`src/rtl/mem_access_unit_if.sv`:
```
// Data-memory request/acknowledge bus between the memory stage and the data memory.
interface mem_access_unit_if #(
    parameter int unsigned ADDR_W = 32
);
    logic              mem_req;
    logic              mem_we;
    logic [ADDR_W-1:0] mem_addr;
    logic [3:0]        mem_be;
    logic [31:0]       mem_wdata;
    logic [31:0]       mem_rdata;
    logic              mem_ack;

    modport master (
        output mem_req, mem_we, mem_addr, mem_be, mem_wdata,
        input  mem_rdata, mem_ack
    );

    modport slave (
        input  mem_req, mem_we, mem_addr, mem_be, mem_wdata,
        output mem_rdata, mem_ack
    );
endinterface

```
`src/rtl/mem_access_unit.sv`:
```
// Memory-stage load/store initiator: big-endian byte lanes, req/ack handshake, load extension.
// Define MAU_TIMEOUT_EN to add an ack watchdog that aborts with a bus_err pulse after TIMEOUT cycles.
module mem_access_unit #(
    parameter int unsigned ADDR_W  = 32,
    parameter int unsigned TIMEOUT = 16
) (
    input  logic              clk,
    input  logic              reset,
    input  logic              ex_valid,
    input  logic              ex_load,
    input  logic              ex_store,
    input  logic [1:0]        ex_size,
    input  logic              ex_unsigned,
    input  logic [ADDR_W-1:0] ex_addr,
    input  logic [31:0]       ex_wdata,
    input  logic [4:0]        ex_rd,
    output logic              stall,
    output logic              wb_valid,
    output logic [4:0]        wb_rd,
    output logic [31:0]       wb_data,
    output logic              misalign,
    mem_access_unit_if.master mem,
    output logic              bus_err
);
    typedef enum logic {IDLE, ACCESS} state_t;

    state_t            state;
    logic              req_q;
    logic              we_q;
    logic [ADDR_W-1:0] addr_q;
    logic [3:0]        be_q;
    logic [31:0]       wdata_q;
    logic              op_load;
    logic              op_unsigned;
    logic [1:0]        op_size;
    logic [1:0]        op_off;
    logic [4:0]        op_rd;

    logic              misaligned_c;
    logic [3:0]        be_c;
    logic [31:0]       wdata_c;
    logic [7:0]        lane_b;
    logic [15:0]       lane_h;
    logic [31:0]       load_c;

    assign mem.mem_req   = req_q;
    assign mem.mem_we    = we_q;
    assign mem.mem_addr  = addr_q;
    assign mem.mem_be    = be_q;
    assign mem.mem_wdata = wdata_q;

    assign stall = (state == ACCESS) && !mem.mem_ack;

    // Alignment, lane enables and replicated store data for the op at the EX/MEM boundary
    always_comb begin
        misaligned_c = 1'b0;
        be_c         = 4'b1111;
        wdata_c      = ex_wdata;
        case (ex_size)
            2'b00: begin
                be_c    = 4'b1000 >> ex_addr[1:0];
                wdata_c = {4{ex_wdata[7:0]}};
            end
            2'b01: begin
                misaligned_c = ex_addr[0];
                be_c         = ex_addr[1] ? 4'b0011 : 4'b1100;
                wdata_c      = {2{ex_wdata[15:0]}};
            end
            default: misaligned_c = (ex_addr[1:0] != 2'b00);
        endcase
    end

    // Big-endian lane select and extension of returned read data
    always_comb begin
        lane_h = op_off[1] ? mem.mem_rdata[15:0] : mem.mem_rdata[31:16];
        case (op_off)
            2'd0:    lane_b = mem.mem_rdata[31:24];
            2'd1:    lane_b = mem.mem_rdata[23:16];
            2'd2:    lane_b = mem.mem_rdata[15:8];
            default: lane_b = mem.mem_rdata[7:0];
        endcase
        case (op_size)
            2'b00:   load_c = op_unsigned ? {24'h0, lane_b} : {{24{lane_b[7]}}, lane_b};
            2'b01:   load_c = op_unsigned ? {16'h0, lane_h} : {{16{lane_h[15]}}, lane_h};
            default: load_c = mem.mem_rdata;
        endcase
    end

`ifdef MAU_TIMEOUT_EN
    localparam int unsigned CNT_W = $clog2(TIMEOUT + 1);
    logic [CNT_W-1:0] wait_cnt;
    logic             bus_err_q;
    assign bus_err = bus_err_q;
`else
    // Without the watchdog TIMEOUT has no effect; it is folded into a constant zero
    assign bus_err = 1'b0 && (TIMEOUT != 0);
`endif

    always_ff @(posedge clk or negedge reset) begin
        if (!reset) begin
            state       <= IDLE;
            req_q       <= 1'b0;
            we_q        <= 1'b0;
            addr_q      <= '0;
            be_q        <= 4'b0;
            wdata_q     <= 32'h0;
            op_load     <= 1'b0;
            op_unsigned <= 1'b0;
            op_size     <= 2'b0;
            op_off      <= 2'b0;
            op_rd       <= 5'h0;
            wb_valid    <= 1'b0;
            wb_rd       <= 5'h0;
            wb_data     <= 32'h0;
            misalign    <= 1'b0;
`ifdef MAU_TIMEOUT_EN
            wait_cnt    <= '0;
            bus_err_q   <= 1'b0;
`endif
        end else begin
            wb_valid <= 1'b0;
            misalign <= 1'b0;
`ifdef MAU_TIMEOUT_EN
            bus_err_q <= 1'b0;
`endif
            case (state)
                IDLE: begin
                    if (ex_valid && (ex_load || ex_store)) begin
                        if (misaligned_c) begin
                            misalign <= 1'b1;
                        end else begin
                            state       <= ACCESS;
                            req_q       <= 1'b1;
                            we_q        <= ex_store;
                            addr_q      <= {ex_addr[ADDR_W-1:2], 2'b00};
                            be_q        <= be_c;
                            wdata_q     <= wdata_c;
                            // A simultaneous load+store is executed as a store
                            op_load     <= !ex_store;
                            op_unsigned <= ex_unsigned;
                            op_size     <= ex_size;
                            op_off      <= ex_addr[1:0];
                            op_rd       <= ex_rd;
`ifdef MAU_TIMEOUT_EN
                            wait_cnt    <= '0;
`endif
                        end
                    end
                end
                default: begin
                    if (mem.mem_ack) begin
                        state <= IDLE;
                        req_q <= 1'b0;
                        if (op_load) begin
                            wb_valid <= 1'b1;
                            wb_rd    <= op_rd;
                            wb_data  <= load_c;
                        end
                    end
`ifdef MAU_TIMEOUT_EN
                    else if (wait_cnt == CNT_W'(TIMEOUT - 1)) begin
                        state     <= IDLE;
                        req_q     <= 1'b0;
                        bus_err_q <= 1'b1;
                    end else begin
                        wait_cnt <= wait_cnt + CNT_W'(1);
                    end
`endif
                end
            endcase
        end
    end
endmodule
```
`src/flat_wrapper.sv`:
```
// flat-port wrapper written by rule: the top's interface ports become plain ports
module mem_access_unit_flat 
#(
    parameter int unsigned ADDR_W  = 32,
    parameter int unsigned TIMEOUT = 16
)
  (clk, reset, ex_valid, ex_load, ex_store, ex_size, ex_unsigned, ex_addr, ex_wdata, ex_rd, stall, wb_valid, wb_rd, wb_data, misalign, bus_err, mem_mem_req, mem_mem_we, mem_mem_addr, mem_mem_be, mem_mem_wdata, mem_mem_rdata, mem_mem_ack);
  mem_access_unit_if #(.ADDR_W(ADDR_W)) mem_i ();
  input  logic clk;
  input  logic reset;
  input  logic ex_valid;
  input  logic ex_load;
  input  logic ex_store;
  input  logic [1:0] ex_size;
  input  logic ex_unsigned;
  input  logic [ADDR_W-1:0] ex_addr;
  input  logic [31:0] ex_wdata;
  input  logic [4:0] ex_rd;
  output logic stall;
  output logic wb_valid;
  output logic [4:0] wb_rd;
  output logic [31:0] wb_data;
  output logic misalign;
  output logic bus_err;
  output wire logic [$bits(mem_i.mem_req)-1:0] mem_mem_req;
  output wire logic [$bits(mem_i.mem_we)-1:0] mem_mem_we;
  output wire logic [$bits(mem_i.mem_addr)-1:0] mem_mem_addr;
  output wire logic [$bits(mem_i.mem_be)-1:0] mem_mem_be;
  output wire logic [$bits(mem_i.mem_wdata)-1:0] mem_mem_wdata;
  input wire logic [$bits(mem_i.mem_rdata)-1:0] mem_mem_rdata;
  input wire logic [$bits(mem_i.mem_ack)-1:0] mem_mem_ack;
  assign mem_mem_req = mem_i.mem_req;
  assign mem_mem_we = mem_i.mem_we;
  assign mem_mem_addr = mem_i.mem_addr;
  assign mem_mem_be = mem_i.mem_be;
  assign mem_mem_wdata = mem_i.mem_wdata;
  assign mem_i.mem_rdata = mem_mem_rdata;
  assign mem_i.mem_ack = mem_mem_ack;
  mem_access_unit #(.ADDR_W(ADDR_W), .TIMEOUT(TIMEOUT)) u_core (.clk(clk), .reset(reset), .ex_valid(ex_valid), .ex_load(ex_load), .ex_store(ex_store), .ex_size(ex_size), .ex_unsigned(ex_unsigned), .ex_addr(ex_addr), .ex_wdata(ex_wdata), .ex_rd(ex_rd), .stall(stall), .wb_valid(wb_valid), .wb_rd(wb_rd), .wb_data(wb_data), .misalign(misalign), .mem(mem_i), .bus_err(bus_err));
endmodule
```
`config.mk`:
```
export PLATFORM = sky130hd
export DESIGN_NAME = mem_access_unit_flat
export DESIGN_NICKNAME = d
export VERILOG_FILES = /design/src/rtl/mem_access_unit_if.sv /design/src/rtl/mem_access_unit.sv /design/src/flat_wrapper.sv
export SDC_FILE = /design/constraint.sdc
export NUM_CORES = 1
export LEC_CHECK = 0
export CAP_MARGIN = 10
export CORE_ASPECT_RATIO = 0.75
export CORE_MARGIN = 2
export CORE_UTILIZATION = 25
export CTS_CLUSTER_DIAMETER = 60
export CTS_CLUSTER_SIZE = 20
export DETAILED_ROUTE_END_ITERATION = 6
export REMOVE_ABC_BUFFERS = 1
export SLEW_MARGIN = 20
export SYNTH_ARGS = -nofsm -noshare
export SYNTH_HDL_FRONTEND = slang
export SYNTH_SLANG_ARGS = --single-unit
```
`constraint.sdc`:
```
create_clock -name clk -period 2.1 [get_ports clk]
set_input_delay 0.42 -clock clk [delete_from_list [all_inputs] [get_ports clk]]
set_output_delay 0.42 -clock clk [all_outputs]
set_load 0.01 [all_outputs]
```
==> After elaboration in Yosys (flattened, before gate mapping) <==
Index checks and enable logic that the tools add are counted.
{ "totals": {"output_inout_bits": 111, "input_bits": 110, "elab_cells": 60, "regBits": 119} }
{ "op_classes": {"bitwise": 2, "muxes": 23, "shifts": 1, "eq_ne": 6, "n_reduce_logical": 13} }
{ "op_table": {"columns": ["operator", "count"], "rows": [
  ["$pmux W32 S2", 2],
  ["$mux W32", 2],
  ["$pmux W8 S3", 1],
  ["$mux W16", 1],
  ["$mux W1", 14],
  ["$reduce_and A3 Y1", 3],
  ["$pmux W4 S2", 1],
  ["$eq A2 B1 Y1 const B", 3],
  ["$logic_not A2 Y1", 3],
  ["$mux W4", 1],
  ["$reduce_bool A2 Y1", 2],
  ["$shr A4 B2 Y4 const A", 1],
  ["$eq A2 B2 Y1 const B", 1],
  ["$logic_and A1 B1 Y1", 2],
  ["$logic_not A1 Y1", 2],
  ["$ne A2 B1 Y1 const B", 1],
  ["$ne A2 B2 Y1 const B", 1],
  ["$not A1 Y1", 2],
  ["$pmux W1 S2", 1],
  ["$logic_or A1 B1 Y1", 1]
]} }

==> Depth between registers and ports, before layout <==
{ "depth": {"word_depth": 5, "mapped_depth": 7} }

==> Least setup slack after synthesis <==
OpenSTA, ideal clock, no wires.
{ "synth_path": {"path_kind": "in2reg", "from": "in ex_size[0]", "to": "reg u_core.wdata_q[10] (netlist: u_core.mem.mem_wdata[10])", "slack_ns": 0.545, "arrival_ns": 1.431, "path_buffers": 3, "required_time_ns": 1.977, "stages": 7, "path_cell_list": "clkbuf_1 a21o_1 a211o_1 buf_2 buf_2 nand2_1 o21ai_1"} }
{ "synth_between": {"elab_chain_cells": 4, "word_cells_on_any_way": 6} }
{ "synth_rtl": {"columns": ["element", "line_no", "text"], "rows": [
  ["from (decl)", "flat_wrapper.sv:14", "input logic [1:0] ex_size;"],
  ["$eq A2 B1 Y1 / $logic_not A2 Y1 (equally long branches)", "mem_access_unit.sv:59", "case (ex_size)"],
  ["$pmux W1 S2", "mem_access_unit.sv:59", null],
  ["$not A1 Y1 (no source line)", null, null],
  ["$reduce_and A3 Y1 (no source line)", null, null],
  ["to (signal assigned)", "mem_access_unit.sv:137", "wdata_q <= wdata_c;"],
  ["to (decl)", "mem_access_unit.sv:32", "logic [31:0] wdata_q;"]
]} }
Several ways; a longest one is shown, not always the timed one.
A chain may end at the register's enable or synchronous reset.

==> Worst setup path in the final report <==
{ "layout_path": {"from": "in mem_mem_ack", "to": "out stall"} }
{ "layout_between": {"elab_chain_cells": 2} }
{ "layout_rtl": {"columns": ["element", "line_no", "text"], "rows": [
  ["from (decl)", "flat_wrapper.sv:31", "input wire logic [$bits(mem_i.mem_ack)-1:0] mem_mem_ack;"],
  ["$logic_not A1 Y1", "mem_access_unit.sv:52", "assign stall = (state == ACCESS) && !mem.mem_ack;"],
  ["$logic_and A1 B1 Y1", "mem_access_unit.sv:52", null],
  ["to (decl)", "flat_wrapper.sv:19", "output logic stall;"]
]} }
Every way passes these cells.

==> results.sh <==
export IMPL_post_cts_hold_buffer_count=0
export IMPL_cts_buffer_depth=2
export IMPL_detailed_route_wire_length_um=17500
export IMPL_max_cap_violations=0
export IMPL_port_buffer_count=217
export IMPL_clock_latency_late_sink_ns=0.42
export IMPL_maximum_number_of_pins_on_one_net_before_global_route_repair=120
export IMPL_synth_flop_cell="sky130_fd_sc_hd__dfrtp_1"
export IMPL_synth_edff_count=0
export IMPL_crit_path_start_kind="input pin"
export IMPL_most_common_layout_cells="sky130_fd_sc_hd__nand2_1 (216), sky130_fd_sc_hd__clkdlybuf4s50_1 (216), sky130_fd_sc_hd__dfrtp_1 (119)"
export IMPL_synth_xor_area_share_pct=0.160
export IMPL_register_area_um2=2980
export IMPL_clk_root_buffer_cell="sky130_fd_sc_hd__clkbuf_16"
export IMPL_cts_htree_levels=4
export IMPL_clkSlewWorstSetupHoldPaths_ns=0.05
export IMPL_syn_inst=585
export IMPL_final_setup_worst_slack_ns=0.0682
export IMPL_globalRouteTotalUtil_pct=15.6
export IMPL_fin_worst_hold_slack_ns=0.0909
export IMPL_fin_skew_ns=0.0130
export IMPL_rsz_0062_raised_after_global_routing="false"
export IMPL_multi_input_area_um2=2280
export IMPL_drt_drc_violations_left=0
export IMPL_first_iter_violations=251
export IMPL_gp_routability_congestion=0.783
export IMPL_layout_drive_gt1_share_pct=10.0
export IMPL_reg2reg_slack_ns=0.43
export IMPL_fillCellCount=2100
export IMPL_critical_path_class="in -> out"
export IMPL_critical_path_max_fanout=3
export IMPL_cp_endpoint="stall"
export IMPL_grt_antenna_before_repair=0
export IMPL_postCtsResizedCells=0
export IMPL_worstSetupEndpointType="primary output"
export IMPL_area_growth_synth_to_final_pct=61.4
export IMPL_largest_family_of_logic_cells_by_synthesized_area="simple AND/OR/NAND/NOR gates"
export IMPL_worst_ep_arrival_time_ns=1.61
export IMPL_antenna_diode_instance_count=0
export IMPL_die_area_um2=23000
export IMPL_slew_headroom_pct=54.4
export IMPL_postRouteAntennaNets=0
export IMPL_syn_area_um2=5460
export IMPL_avgSynthCellArea_um2=9.33
export IMPL_cts_tree="done"
export IMPL_ff_to_ff_start="u_core.op_size[0]"
export IMPL_timing_final_setup_violations=0
export IMPL_boundaryPins=221
export IMPL_via_per_inst=4.34
export IMPL_finalNetCount=923
export IMPL_grt_pass1_vias=5047
export IMPL_place_detailed_hpwl_um=12100
export IMPL_vias=4840
export IMPL_synth_simple_gate_area_share_pct=20.9
export IMPL_synthesis_yosys_warnings=0
export IMPL_yosys_area_share_adder_pct=0
export IMPL_postCtsSetupBuffers=0
export IMPL_reg2regPathDepth=5
export IMPL_critical_path_reg2reg_endpoint="u_core.wb_data[19]"
export IMPL_firstDrtPassIters=6
export IMPL_synth_compound_gate_area_share_pct=14.2
export IMPL_cellPowerDensity_nw_per_um2=1210
export IMPL_cts_sinks=119
export IMPL_start_util_pct=25.6
export IMPL_synthMuxAreaShare_pct=6.05
export IMPL_maxClockFrequency_ghz=0.492
export IMPL_placement_rows=46
export IMPL_die_y_um=132
export IMPL_cp_data_required_time_ns=1.68
export IMPL_timing_max_transition_violations_final=0
export IMPL_place_worst_setup_slack_ns=-0.0163
export IMPL_final_min_period_over_clock_period_pct=96.8
export IMPL_critPathLaunch="mem_mem_ack"
export IMPL_final_critical_path_required_period_ns=2.03
export IMPL_numCtsBuffers=17
export IMPL_global_route_wire_length_before_repair_um=28300
export IMPL_timing_worst_slew_pin_value_ns=0.684
export IMPL_wl_per_cell_um=15.7
export IMPL_synthArstFlopShare_pct=100
export IMPL_netlist_cell_type_count=44
export IMPL_globalRouteOverflowTotal=0
export IMPL_min_path_type="in -> async"
export IMPL_synth_yosys_seq_area_share_pct=54.6
export IMPL_setup_total_negative_slack_ns=0
export IMPL_fp_dieW_um=175
export IMPL_vdd_ir_drop_max_uv=436
export IMPL_number_of_storage_elements_in_the_synthesis_netlist=119
export IMPL_timing_final_hold_violations=0
export IMPL_outcome="complete, no violations"
export IMPL_p_leak_nw=3.93
export IMPL_floorplan_core_area_um2=21300
-- layer usage --
layer / global-route usage [%] / part of all wire [%] / wire length, µm / up-vias
met5: 0 / 0 / 0 / -
met4: 3.98 / 1.0 / 178 / 0
met3: 7.32 / 9.9 / 1740 / 14
met2: 22.5 / 42 / 7370 / 177
met1: 21.0 / 47 / 8220 / 2266
li1: - / - / - / 2383
-- cells in the mapped netlist (3+ instances only) --
master                       n  area [µm²]
sky130_fd_sc_hd__a21oi_1    26         130
sky130_fd_sc_hd__o22ai_1     5        31.3
sky130_fd_sc_hd__buf_2      20         100
sky130_fd_sc_hd__clkbuf_1   12        45.0
sky130_fd_sc_hd__nor2_1     38         143
sky130_fd_sc_hd__dfrtp_1   119        2980
sky130_fd_sc_hd__a22oi_1     8        60.1
sky130_fd_sc_hd__nand2_1   216         811
sky130_fd_sc_hd__a21o_1      3        22.5
sky130_fd_sc_hd__mux2i_1    33         330
sky130_fd_sc_hd__nor2b_1     6        37.5
sky130_fd_sc_hd__o21ai_0    14        70.1
sky130_fd_sc_hd__a21oi_4    10         163
sky130_fd_sc_hd__o21ai_1    29         145
sky130_fd_sc_hd__buf_4       4        30.0
sky130_fd_sc_hd__a221o_1     5        50.1
-- power by group --
group	internal (mW)	leakage [nW]	total, mW	switching, mW
registers	3.04	1.46	3.50	0.462
clock network	2.45	0.340	3.55	1.10
logic	1.99	2.13	3.61	1.63
-- metrics by stage --
| stage | util (%) | area (µm²) | total power, mW | cells |
|---|---|---|---|---|
| 5_1_grt | 41.4 | 8810 | 11.3 | 1114 |
| 2_1_floorplan | - | 5250 | 4.98 | 547 |
| 3_5_place_dp | 38.0 | 8100 | 7.17 | 1082 |
| 3_3_place_gp | 38.0 | 8100 | 7.14 | 1082 |
| 6_report | 41.4 | 8810 | 10.7 | 1114 |
| 4_1_cts | 41.4 | 8810 | 10.8 | 1114 |
-- layout make-up --
type                            count  area share (%)
Sequential cell                   119            33.8
Timing Repair Buffer              247            28.0
Inverter                            2          0.0852
Tap cell                          288            4.09
Multi-Input combinational cell    426            25.9
Clock inverter                     11            2.75
Clock buffer                       21            5.34
-- registers in the layout (all words and copies together), names as in the netlist, 2 cells and up --
name and count:
u_core.op_size 2, u_core.wb_data 32, u_core.mem.mem_addr 30, u_core.mem.mem_wdata 32, u_core.wb_rd 5, u_core.op_off 2, u_core.mem.mem_be 4, u_core.op_rd 5
-- cells by family (layout without fill, tap and decap cells) --
logic type | after synthesis | after routing
AND/OR/NAND/NOR | 280 | 280
flip-flops | 119 | 119
AO/OA/AOI/OAI | 109 | 109
buffers and inverters | 42 | 281
multiplexers | 33 | 33
other | 1 | 3
XOR/XNOR | 1 | 1
-- worst max-delay path, stage by stage --
cell and delay [ns]:
sky130_fd_sc_hd__clkdlybuf4s50_1 0.44, sky130_fd_sc_hd__nor2b_1 0.18, sky130_fd_sc_hd__clkdlybuf4s50_1 0.57
-- how the worst min path moves through the flow --
stage                                from                      end  slack (ns)  cells past startpoint
after floorplan                     reset  u_core.mem.mem_addr[10]        0.12                      0
after global placement    u_core.op_rd[4]          u_core.wb_rd[4]        0.45                      2
after detailed placement  u_core.op_rd[1]          u_core.wb_rd[1]        0.45                      2
after CTS                           reset       u_core.mem.mem_req        0.14                      2
after global routing                reset       u_core.mem.mem_req        0.15                      2
final                               reset       u_core.mem.mem_req        0.09                      2
No activity file was read; power rests on OpenSTA's default activity.
